===== src/rtl/paddle_swing_judge.sv =====
// Paddle input judge for the ping-pong core: sync + debounce per switch, swing detect,
// hit/miss judgement against the ball. Define PADDLE_AUTOPLAY_EN for the endless-rally demo build.
module paddle_swing_judge #(
  parameter int DEB_CYCLES = 625000,
  parameter int LOCK_TICKS = 2,
  parameter int POS_W      = 4
) (
  input  logic             clk,
  input  logic             rst_n,
  input  logic             sw_left,
  input  logic             sw_right,
  input  logic [POS_W-1:0] ball_pos,
  input  logic             ball_dir,
  input  logic             game_tick,
  output logic             hit_left,
  output logic             hit_right,
  output logic             miss_left,
  output logic             miss_right
);

  localparam int CW = (DEB_CYCLES > 1) ? $clog2(DEB_CYCLES) : 1;
  localparam int LW = $clog2(LOCK_TICKS + 1);

  typedef enum logic {IDLE, LOCK} state_t;

  // Index 1 = left player, index 0 = right player throughout.
  logic [1:0]    sync1_q, sync2_q, deb_q, deb_prev_q;
  logic [CW-1:0] cnt_q [2];
  state_t        state_q [2];
  logic [LW-1:0] lock_q [2];
  logic [1:0]    visit_q, hit_q, miss_q, at_end_prev_q;

  logic [1:0] raw, at_end, swing, released, hit_d, miss_d;

  assign raw       = {sw_left, sw_right};
  assign at_end[1] = (ball_pos == '1) && ball_dir;
  assign at_end[0] = (ball_pos == '0) && !ball_dir;

  // NOTE: every always_comb output gets a default first so no latch is inferred.
  always_comb begin
    swing    = '0;
    released = '0;
    hit_d    = '0;
    miss_d   = '0;
    for (int p = 0; p < 2; p++) begin
`ifdef PADDLE_AUTOPLAY_EN
      swing[p]    = at_end[p] && !at_end_prev_q[p];
      released[p] = 1'b1;
`else
      swing[p]    = deb_q[p] && !deb_prev_q[p];
      released[p] = !deb_q[p];
`endif
      // A swing in the same clk as a tick is judged on the pre-tick position; hit wins.
      hit_d[p] = (state_q[p] == IDLE) && swing[p] && at_end[p] && !visit_q[p];
`ifndef PADDLE_AUTOPLAY_EN
      miss_d[p] = game_tick && at_end[p] && !visit_q[p] && !hit_d[p];
`endif
    end
  end

  // NOTE: sequential state uses non-blocking assignments only, so every flop samples pre-edge values.
  always_ff @(posedge clk or negedge rst_n) begin
    if (!rst_n) begin
      sync1_q       <= 2'b11;
      sync2_q       <= 2'b11;
      deb_q         <= 2'b11;
      deb_prev_q    <= 2'b11;
      visit_q       <= '0;
      hit_q         <= '0;
      miss_q        <= '0;
      at_end_prev_q <= '0;
      for (int p = 0; p < 2; p++) begin
        cnt_q[p]   <= '0;
        state_q[p] <= IDLE;
        lock_q[p]  <= '0;
      end
    end else begin
      sync1_q       <= raw;
      sync2_q       <= sync1_q;
      deb_prev_q    <= deb_q;
      at_end_prev_q <= at_end;
      hit_q         <= hit_d;
      miss_q        <= miss_d;
      for (int p = 0; p < 2; p++) begin
        if (sync2_q[p] == deb_q[p]) begin
          cnt_q[p] <= '0;
        end else if (cnt_q[p] == CW'(DEB_CYCLES - 1)) begin
          deb_q[p] <= !deb_q[p];
          cnt_q[p] <= '0;
        end else begin
          cnt_q[p] <= cnt_q[p] + 1'b1;
        end

        visit_q[p] <= at_end[p] && (visit_q[p] || hit_d[p]);

        case (state_q[p])
          IDLE: begin
            if (swing[p]) begin
              state_q[p] <= LOCK;
              lock_q[p]  <= '0;
            end
          end
          LOCK: begin
            // A switch still held keeps the player locked out past the tick count.
            if (lock_q[p] >= LW'(LOCK_TICKS) && released[p]) begin
              state_q[p] <= IDLE;
            end else if (game_tick && lock_q[p] < LW'(LOCK_TICKS)) begin
              lock_q[p] <= lock_q[p] + 1'b1;
            end
          end
          default: state_q[p] <= IDLE;
        endcase
      end
    end
  end

  assign hit_left   = hit_q[1];
  assign hit_right  = hit_q[0];
  assign miss_left  = miss_q[1];
  assign miss_right = miss_q[0];

endmodule


===== config.mk =====
export PLATFORM = sky130hd
export DESIGN_NAME = paddle_swing_judge
export DESIGN_NICKNAME = d
export VERILOG_FILES = /design/src/rtl/paddle_swing_judge.sv
export SDC_FILE = /design/constraint.sdc
export NUM_CORES = 1
export LEC_CHECK = 0
export ABC_CLOCK_PERIOD_IN_PS = 4950
export BUFFER_PORTS_ARGS = -buffer_cell sky130_fd_sc_hd__buf_2
export CORE_ASPECT_RATIO = 0.6
export CORE_MARGIN = 2
export CORE_UTILIZATION = 40
export CTS_BUF_LIST = sky130_fd_sc_hd__clkbuf_16
export DETAILED_ROUTE_END_ITERATION = 16
export GPL_TIMING_DRIVEN = 0
export HOLD_SLACK_MARGIN = 0.12
export PLACE_DENSITY = 0.54
export SETUP_SLACK_MARGIN = 0.2
export SYNTH_ARGS = -nofsm -noshare
export SYNTH_HDL_FRONTEND = slang
export SYNTH_SLANG_ARGS = --single-unit

===== constraint.sdc =====
create_clock -name clk -period 4.95 [get_ports clk]
set_input_delay 0.99 -clock clk [delete_from_list [all_inputs] [get_ports clk]]
set_output_delay 0.99 -clock clk [all_outputs]
set_load 0.02 [all_outputs]

==> results of run 1 <==
[layout make-up]
| type | instances | share of cell area |
|---|---|---|
| clock buffers | 9 | 0.0678 |
| clock inverters | 7 | 0.0105 |
| multi-input cells | 206 | 0.387 |
| inverters | 10 | 0.0113 |
| well taps | 87 | 0.0328 |
| repair buffers | 14 | 0.0256 |
| flip-flops and latches | 60 | 0.455 |
| plain buffers | 7 | 0.00979 |
[power groups by stage]
stage / sequential (mW) / clock [mW] / combinational [mW]
floorplan: 0.511 / 0 / 0.0170
global placement: 0.511 / 0 / 0.0370
detailed placement: 0.511 / 0 / 0.0387
CTS: 0.503 / 0.561 / 0.0387
global route: 0.504 / 0.588 / 0.0441
finish: 0.503 / 0.542 / 0.0374
[state kept, by name, indices dropped and copies added, names as in the netlist]
name        count
lock_q          4
sync2_q         2
sync1_q         2
deb_prev_q      2
visit_q         2
state_q         2
deb_q           2
miss_q          2
cnt_q          40
hit_q           2
[critical path, cell delays in order, from the launching register on]
cell     delay (ns)
dfrtp_1        0.43
nor4b_1        0.38
nand4_1        0.22
o31ai_2        0.58
buf_2          0.34
nor2_1         0.08
[cells in the final DEF (no fill, tap or decap), types with 2 or more instances in the layout]
cell type,count
dfstp_2,8
nor2_1,41
o22ai_1,2
ha_1,6
inv_1,11
clkinv_2,3
buf_2,17
nand4_1,8
xnor2_1,22
nand2b_1,3
mux2i_1,4
o21ai_0,6
nor3_1,13
and3_1,5
clkbuf_1,2
a21oi_1,7
dfrtp_1,52
nor2b_1,2
nor4b_1,2
nor4_1,13
mux2_2,2
clkinv_1,2
xor2_1,9
clkbuf_16,9
nand3_1,15
or3_1,5
nand2_1,26
[cell families after synthesis]
logic type                 synth area share
and+or+nand+nor                       0.266
DFF                                   0.527
xor gates and xnor gates             0.0947
AOI/OAI and AO/OA                    0.0401
buffers and inverters                0.0244
muxes                                0.0218
adders and majority gates            0.0262
[worst max path at each step]
stage | end | slack (ns)
6_report | cnt_q[15] | 2.80
5_1_grt | cnt_q[10] | 2.55
4_1_cts | cnt_q[11] | 2.73
3_5_place_dp | cnt_q[15] | 2.75
3_3_place_gp | state_q[0] | 2.67
2_1_floorplan | cnt_q[39] | 3.23
[layer usage]
metal / vias to the layer above / global-route usage / share of wire
li1: 1048 / - / -
met1: 972 / 0.255 / 0.57
met2: 34 / 0.193 / 0.39
met3: 2 / 0.0498 / 0.039
met4: 0 / 0.0569 / 0.0042
met5: - / 0 / 0
[metrics by stage]
stage          worst slack [ns]  cells   util
4_1_cts                    2.73    400  0.489
3_3_place_gp               2.67    383  0.448
2_1_floorplan              3.23    283      -
5_1_grt                    2.55    400  0.489
6_report                   2.80    400  0.489
3_5_place_dp               2.75    384  0.451
==> impl_metrics.tcl, run 1 <==
set metrics [dict create \
    numCtsBuffers 9 \
    grt_max_degree 32 \
    finalMaxSlewViolations 0 \
    nFillCells 641 \
    yosysTopAreaCell "dfrtp_1" \
    drt_pass1_iterations 4 \
    via_count 2056 \
    cts_setup_buffers 0 \
    grt_pass1_wl_mm 9.76 \
    routabilityCongestion 0.816 \
    cts.clk_slew.worst_paths_ns 0.06 \
    antenna_found_initial 0 \
    max_freq_mhz 465 \
    synth_nets 299 \
    drv_cap 0 \
    crit_path_max_fanout 10 \
    insertion_delay_ns 0.32 \
    dieArea_um2 7880 \
    drt_wl_total_mm 5.50 \
    synth_common_cells "dfrtp_1 (52), nor2_1 (41), nand2_1 (26), xnor2_1 (22), nand3_1 (15)" \
    synth_cells 283 \
    wl_per_cell_um 13.8 \
    required_ns 5.15 \
    rr_startpoint "cnt_q[10]" \
    cts_resized 0 \
    antenna-diode-count 0 \
    setup_tns_ns 0 \
    ys_seq_area_frac 0.527 \
    fin_crit_sh 0.435 \
    initial_core_util 0.422 \
    cp-start-kind "flip-flop" \
    yosysMostFrequentCell "dfrtp_1" \
    post-dp-hpwl_mm 3.88 \
    synth_cell_types 40 \
    rrSetupSlack_ns 2.80 \
    switchingPower_mw 0.243 \
    postSynthAreaPerCell_um2 10.1 \
    port_buffers 13 \
    tightest_slew_ns 0.665 \
    power_density_nw_per_um2 326 \
    multi_input_area_um2 1290 \
    finalSetupViolations 0 \
    hold_end "sync2_q[1]" \
    rows 23 \
    clock_skew_ns 0.00681 \
    min_period_ns 2.15 \
    register_area_um2 1510 \
    r2r-end "cnt_q[15]" \
    nets 324 \
    p_comb_frac 0.035 \
    antenna_left 0 \
    synth-main-ff-cell "dfrtp_1" \
    grt_pass1_vias 1901 \
    clock-root-buffer "clkbuf_16" \
    cts_tree "done" \
    yosysWarnings 0 \
    async_reset_ff_frac 1.00 \
    peakVddDrop_mv 0.181 \
    yosysTopAreaCellShare 0.454 \
    core_area_um2 6790 \
    finalHoldViolCount 0 \
    whs_ns 0.353 \
    fin_area_um2 3320 \
    grt_usage 0.159 \
    drc 0 \
    finalPower_mw 1.08 \
    hold_start "sync1_q[1]" \
    synth_edf_count 0 \
    via_per_inst 5.14 \
    htree_levels 3 \
    p_leak_nw 1.43 \
    die_h_um 69.6 \
    synth_area_leaders "dfrtp_1 (45%), dfstp_2 (7.3%), xnor2_1 (6.7%), nor2_1 (5.4%), nand2_1 (3.4%)" \
    p_clk_frac 0.501 \
    rr_worst_depth 5 \
    status "completed" \
    seqPwrFrac 0.465 \
    maxSlewHeadroom 0.557 \
    num_io_pins 14 \
    overflow 0 \
    p_int_mw 0.840 \
    crit_path_end_kind "flip-flop" \
    min_path_type "reg -> reg" \
    syn_area_um2 2870 \
    layout-drive-gt1-share 0.163 \
    crit_start "cnt_q[10]" \
    hold_depth 0 \
    drtIter0Drc 156 \
    cp.arrival_ns 2.35 \
    p_sw_frac 0.224 \
    die_w_um 113 \
    synth-seq-cells 60 \
    hold_buffers 0 \
    area_delta_synth_final_pct 15.8 \
    dpl_cell_area_um2 3060 \
    rsz0062_at_grt "no" \
    cts_sinks 60 \
    clock_path_buffers 2 \
    critical_path_class "reg -> reg" \
]
Note: power is estimated with default switching activity, not from simulation.
==> run 2, diff against run 1 <==
Settings changed: ABC_AREA set to 1, ABC_CLOCK_PERIOD_IN_PS 4950 to 2000.
Clock period 4.95 ns to 2 ns, I/O delays scaled along.
==> run 2 against run 1 <==
Count of clock-buffer cells in the layout is the same. Largest cell class unchanged. Critical endpoint is now cnt_q[34]. Global-route usage grew 2.4 points. Maximum frequency grew 27%. Critical path type unchanged.
==> impl_metrics.tcl, run 2 <==
set metrics [dict create \
    status "completed" \
    finalMaxSlewViolations 0 \
    finalSetupViolations 0 \
    power_density_nw_per_um2 795 \
    peakVddDrop_mv 0.460 \
    setup_tns_ns 0 \
    cp-start-kind "flip-flop" \
    via_per_inst 4.79 \
    die_h_um 72.0 \
    nFillCells 717 \
    grt_pass1_vias 2295 \
    grt_pass1_wl_mm 11.8 \
    clock-root-buffer "clkbuf_16" \
    drc 0 \
    synth_area_leaders "dfrtp_1 (42%), nor2_1 (12%), nand2_1 (9.2%), dfstp_2 (6.8%), inv_1 (5.5%)" \
    async_reset_ff_frac 1.00 \
    crit_chain "xor2_1, inv_1, nor2_1" \
    crit_path_end_kind "flip-flop" \
    cts_tree "done" \
    drtIter0Drc 202 \
    syn_area_um2 3080 \
    drt_pass1_iterations 4 \
    dieArea_um2 8450 \
    muxShareOfSynthArea 0 \
    slowest_delay_ns 0.55 \
    finalHoldViolCount 0 \
    cp_slowest_cell "dfstp_2" \
    layout_commonest_cell "nor2_1" \
    cp.buffers_inverters 1 \
    post-dp-hpwl_mm 4.96 \
    max_freq_mhz 588 \
    crit_path_max_fanout 8 \
    synth_top_family_by_area "simple AND/OR/NAND/NOR gates" \
    yosysTopAreaCell "dfrtp_1" \
    regMostFlops "cnt_q" \
    synth_simple_gate_area_frac 0.323 \
    yosysMostFrequentCell "nor2_1" \
    cp_top_family "flip-flops" \
    required_ns 2.25 \
    synth_compound_gate_area_share 0.0288 \
    yosysTopAreaCellShare 0.422 \
    postSynthAreaPerCell_um2 7.93 \
    synth_xor_area_frac 0.0795 \
    rrSetupSlack_ns 0.30 \
    antenna-diode-count 0 \
    synth-main-ff-cell "dfrtp_1" \
    synth_cells 389 \
    numCtsBuffers 9 \
    insertion_delay_ns 0.33 \
    port_buffers 13 \
    clock_path_buffers 2 \
    top_regs "cnt_q x40, lock_q x4" \
    overflow 0 \
    rsz0062_at_grt "no" \
    min_path_type "in -> async" \
    antenna_left 0 \
    fin_crit_sh 0.850 \
    cts.clk_slew.worst_paths_ns 0.06 \
    rows 24 \
    wl_per_cell_um 13.0 \
    area_delta_synth_final_pct 16.3 \
    antenna_found_initial 0 \
    largest_reg_flops 40 \
    routabilityCongestion 0.957 \
    yosysWarnings 0 \
    synth_nets 405 \
    synth_edf_count 0 \
    initial_core_util 0.419 \
    min_period_ns 1.70 \
    grt_usage 0.183 \
    drv_cap 0 \
    finalPower_mw 2.85 \
    maxSlewHeadroom 0.503 \
    tightest_slew_ns 0.745 \
    nets 429 \
    grt_max_degree 61 \
    cp.arrival_ns 1.95 \
    htree_levels 3 \
    critical_path_class "reg -> reg" \
    layout_common_cells "nor2_1 (98), nand2_1 (76), dfrtp_1 (52)" \
    p_leak_nw 1.54 \
    die_w_um 117 \
    synth_cell_types 25 \
    synth_common_cells "nor2_1 (98), nand2_1 (76), dfrtp_1 (52), inv_1 (45), nand3_1 (29)" \
    layout-drive-gt1-share 0.110 \
    cts_sinks 60 \
    clock_skew_ns 0.00582 \
    synth-adder-area-share 0.0243 \
    num_io_pins 14 \
    drt_wl_total_mm 6.79 \
    core_area_um2 7360 \
    ys_seq_area_frac 0.490 \
    synth-seq-cells 60 \
    via_count 2501 \
]
run 2: cell types whose count changed after synthesis, sizes merged, moves of 5 or more:
| cell | change |
|---|---|
| nor2 | +61 |
| xor2 | +9 |
| inv | +35 |
| nand2 | +53 |
| nor4 | -13 |
| or3 | -6 |
| xnor2 | -12 |
| nand3 | +14 |
| nor3 | -6 |
| and3 | -5 |
run 2: final cells by class:
class                      count  area, um2  share of cell area
multi-input combinational    284       1410               0.394
clock buffer                   9        225              0.0628
inverter                      45        169              0.0471
tap                          104        130              0.0363
sequential                    60       1510               0.421
timing repair buffer          13       67.6              0.0188
clock inverter                 7       68.8              0.0192
run 2: where the power goes:
part	switching (mW)	internal [mW]	leakage [nW]
combinational	0.0623	0.0242	0.616
clock	0.559	0.956	0.136
sequential	0.0182	1.23	0.789
total	0.639	2.21	1.54
run 2: worst reg2reg max path, cell delays in order (launching register included):
cell and delay, ns:
dfstp_2 0.55, xor2_1 0.54, inv_1 0.36, nor2_1 0.18
run 2: per-layer routing:
metal	vias up	track usage	share of wire
met3	9	0.0535	0.076
met1	1145	0.291	0.57
met2	83	0.222	0.34
met4	0	0.0763	0.013
met5	-	0	0
li1	1264	-	-
run 2: repair_timing:
action | in CTS | in global routing
setup endpoints to repair | 0 | 9
gates resized for setup | 0 | 2
hold endpoints to repair | 0 | 0
buffers inserted | 0 | 0
hold buffers | 0 | 0
run 2: cell families after synthesis:
group	count (synthesis)
XOR/XNOR	28
adder cells (fa/ha/maj)	6
AO/OA/AOI/OAI	17
flip-flops	60
AND/OR/NAND/NOR	233
buffers and inverters	45
run 2: worst paths after layout:
kind                             from    endpoint  depth (start not counted)
setup / recovery             deb_q[0]   cnt_q[34]                          3
hold / removal                  rst_n   cnt_q[20]                          1
setup reg to reg             deb_q[0]   cnt_q[34]                          3
hold reg to reg            sync1_q[1]  sync2_q[1]                          0
max in group asynchronous       rst_n   cnt_q[25]                          1
min in group clk             sw_right  sync1_q[0]                          1
run 2: stage by stage:
step           std cells  setup slack (ns)  utilization  hold slack [ns]  instance area, um2
6_report             522             0.299        0.487            0.131                3590
2_1_floorplan        389             0.702            -            0.104                3080
3_5_place_dp         506             0.304        0.446            0.347                3280
5_1_grt              522             0.208        0.487            0.154                3590
4_1_cts              522             0.280        0.486            0.151                3570
3_3_place_gp         506             0.321        0.446            0.345                3280
==> run 3, diff against run 2 <==
Settings changed: ABC_CLOCK_PERIOD_IN_PS 2000 to 1800.
Clock period 2 ns to 1.8 ns, I/O delays scaled along.
==> run 3 against run 2 <==
Total power rose by 11%. Clock skew about the same. Global-route usage about the same. Worst setup slack improved by 0.015 ns. Sequential share of layout area down 0.70 points. Die area is the same. First-iteration DRC count increased by 20%. Flip-flop and latch count is the same. Clock power grew 11%. Count of clock-buffer cells in the layout is the same.
==> impl_metrics.tcl, run 3 (synthesized netlist as in run 2, its figures left out) <==
set metrics [dict create \
    crit_path_end_kind "flip-flop" \
    critical_path_class "reg -> reg" \
    num_io_pins 14 \
    numCtsBuffers 9 \
    finalHoldViolCount 0 \
    crit_chain "ha_1, nand3_1, nor2_2, nand3_4, nand2_2, nor2_1" \
    cp-start-kind "flip-flop" \
    register_area_um2 1510 \
    min_period_ns 1.49 \
    initial_core_util 0.419 \
    cp_slowest_cell "dfrtp_2" \
    largest_reg_flops 40 \
    cts_tree "done" \
    antenna-diode-count 0 \
    die_h_um 72.0 \
    routabilityCongestion 0.957 \
    nFillCells 711 \
    grt_pass1_vias 2300 \
    cts_sinks 60 \
    grt_max_degree 61 \
    post-dp-hpwl_mm 4.96 \
    wl_per_cell_um 13.1 \
    grt_util_met3 0.0535 \
    rrSetupSlack_ns 0.31 \
    max_freq_mhz 673 \
    grt_usage 0.183 \
    die_w_um 117 \
    slowest_delay_ns 0.43 \
    core_area_um2 7360 \
    cp.arrival_ns 1.70 \
    layout-drive-gt1-share 0.131 \
    dieArea_um2 8450 \
    rr_startpoint "cnt_q[20]" \
    place_ws_ns 0.104 \
    tightest_slew_ns 0.748 \
    crit_path_max_fanout 7 \
    setup_ws_ns 0.314 \
    finalMaxSlewViolations 0 \
    rsz0062_at_grt "yes" \
    antenna_left 0 \
    drtIter0Drc 242 \
    nets 432 \
    status "completed" \
    placed_cells 506 \
    rr_worst_depth 6 \
    use_met2 0.224 \
    fin_cells 525 \
    layout_commonest_cell "nor2_1" \
    cts_setup_buffers 0 \
    grt_pass1_wl_mm 11.8 \
    peakVddDrop_mv 0.509 \
    insertion_delay_ns 0.33 \
    finalSetupViolations 0 \
    clock_path_buffers 2 \
    drc 0 \
    via_per_inst 4.77 \
    top_regs "cnt_q x40, lock_q x4" \
    cp.buffers_inverters 0 \
    rows 24 \
    drt_pass1_iterations 5 \
    power_density_nw_per_um2 870 \
    cp_top_family "simple AND/OR/NAND/NOR gates" \
    clock_skew_ns 0.00577 \
    drt_wl_total_mm 6.88 \
    overflow 0 \
    p_leak_nw 1.55 \
    area_delta_synth_final_pct 18.4 \
    fin_crit_sh 0.825 \
    cts.clk_slew.worst_paths_ns 0.06 \
    use_met1 0.291 \
    r2r-end "cnt_q[26]" \
    via_count 2502 \
    antenna_found_initial 0 \
    htree_levels 3 \
    drv_cap 0 \
    layout_common_cells "nor2_1 (97), nand2_1 (76), dfrtp_1 (50)" \
    clock-root-buffer "clkbuf_16" \
    multi_input_area_um2 1460 \
    setup_tns_ns 0 \
    required_ns 2.01 \
    regMostFlops "cnt_q" \
    port_buffers 13 \
    maxSlewHeadroom 0.502 \
    min_path_type "in -> async" \
    grt.busiest_layer "met1" \
]
run 3: changes by cell type in the layout (fill, tap and decap cells not counted), moves of 2 or more:
cell / previous run / this run
ha_1: 6 / 4
dfrtp_2: 0 / 2
dfrtp_1: 52 / 50
ha_2: 0 / 2
dlygate4sd3_1: 0 / 2
nand3_1: 28 / 26
run 3: worst max-delay path by stage:
stage	startpoint	end	slack [ns]	depth (start not counted)
2_1_floorplan	cnt_q[20]	cnt_q[34]	0.50	6
3_3_place_gp	cnt_q[20]	cnt_q[31]	0.12	6
3_5_place_dp	cnt_q[20]	cnt_q[22]	0.10	6
4_1_cts	deb_q[0]	cnt_q[34]	0.14	3
5_1_grt	deb_q[0]	cnt_q[29]	0.20	3
6_report	cnt_q[20]	cnt_q[26]	0.31	6
run 3: final cells by class:
cell class                      instances  share of cell area
Clock buffer                            9              0.0617
Clock inverter                          7              0.0188
Inverter                               45              0.0462
Multi-Input combinational cell        285               0.399
Sequential cell                        60               0.415
Tap cell                              104              0.0356
Timing Repair Buffer                   15              0.0240
run 3: stage by stage:
step                       util  hold slack [ns]  cell area [um2]  power, mW
final                     0.496           0.0919             3650       3.18
after floorplan               -           0.0644             3080       1.45
after global placement    0.446            0.345             3280       1.51
after global routing      0.496            0.166             3650       3.31
after CTS                 0.490            0.291             3600       3.22
after detailed placement  0.446            0.347             3280       1.51
run 3: report_power, final:
| group | switching (mW) | internal, mW |
|---|---|---|
| Clock | 0.621 | 1.06 |
| Sequential | 0.0211 | 1.37 |
| Combinational | 0.0720 | 0.0317 |
| Total | 0.715 | 2.46 |
run 3: layer usage:
metal  vias up  routed length (um)
met1      1147                3870
li1       1270                   -
met5         -                   0
met4         0                  87
met2        76                2370
met3         9                 554
run 3: what timing repair did:
action                     CTS  global route
cloned                       0             1
hold endpoints to repair     2             0
pin swaps                    0             1
hold buffers                 2             0
gates resized for setup      2            10
setup endpoints to repair    9            33
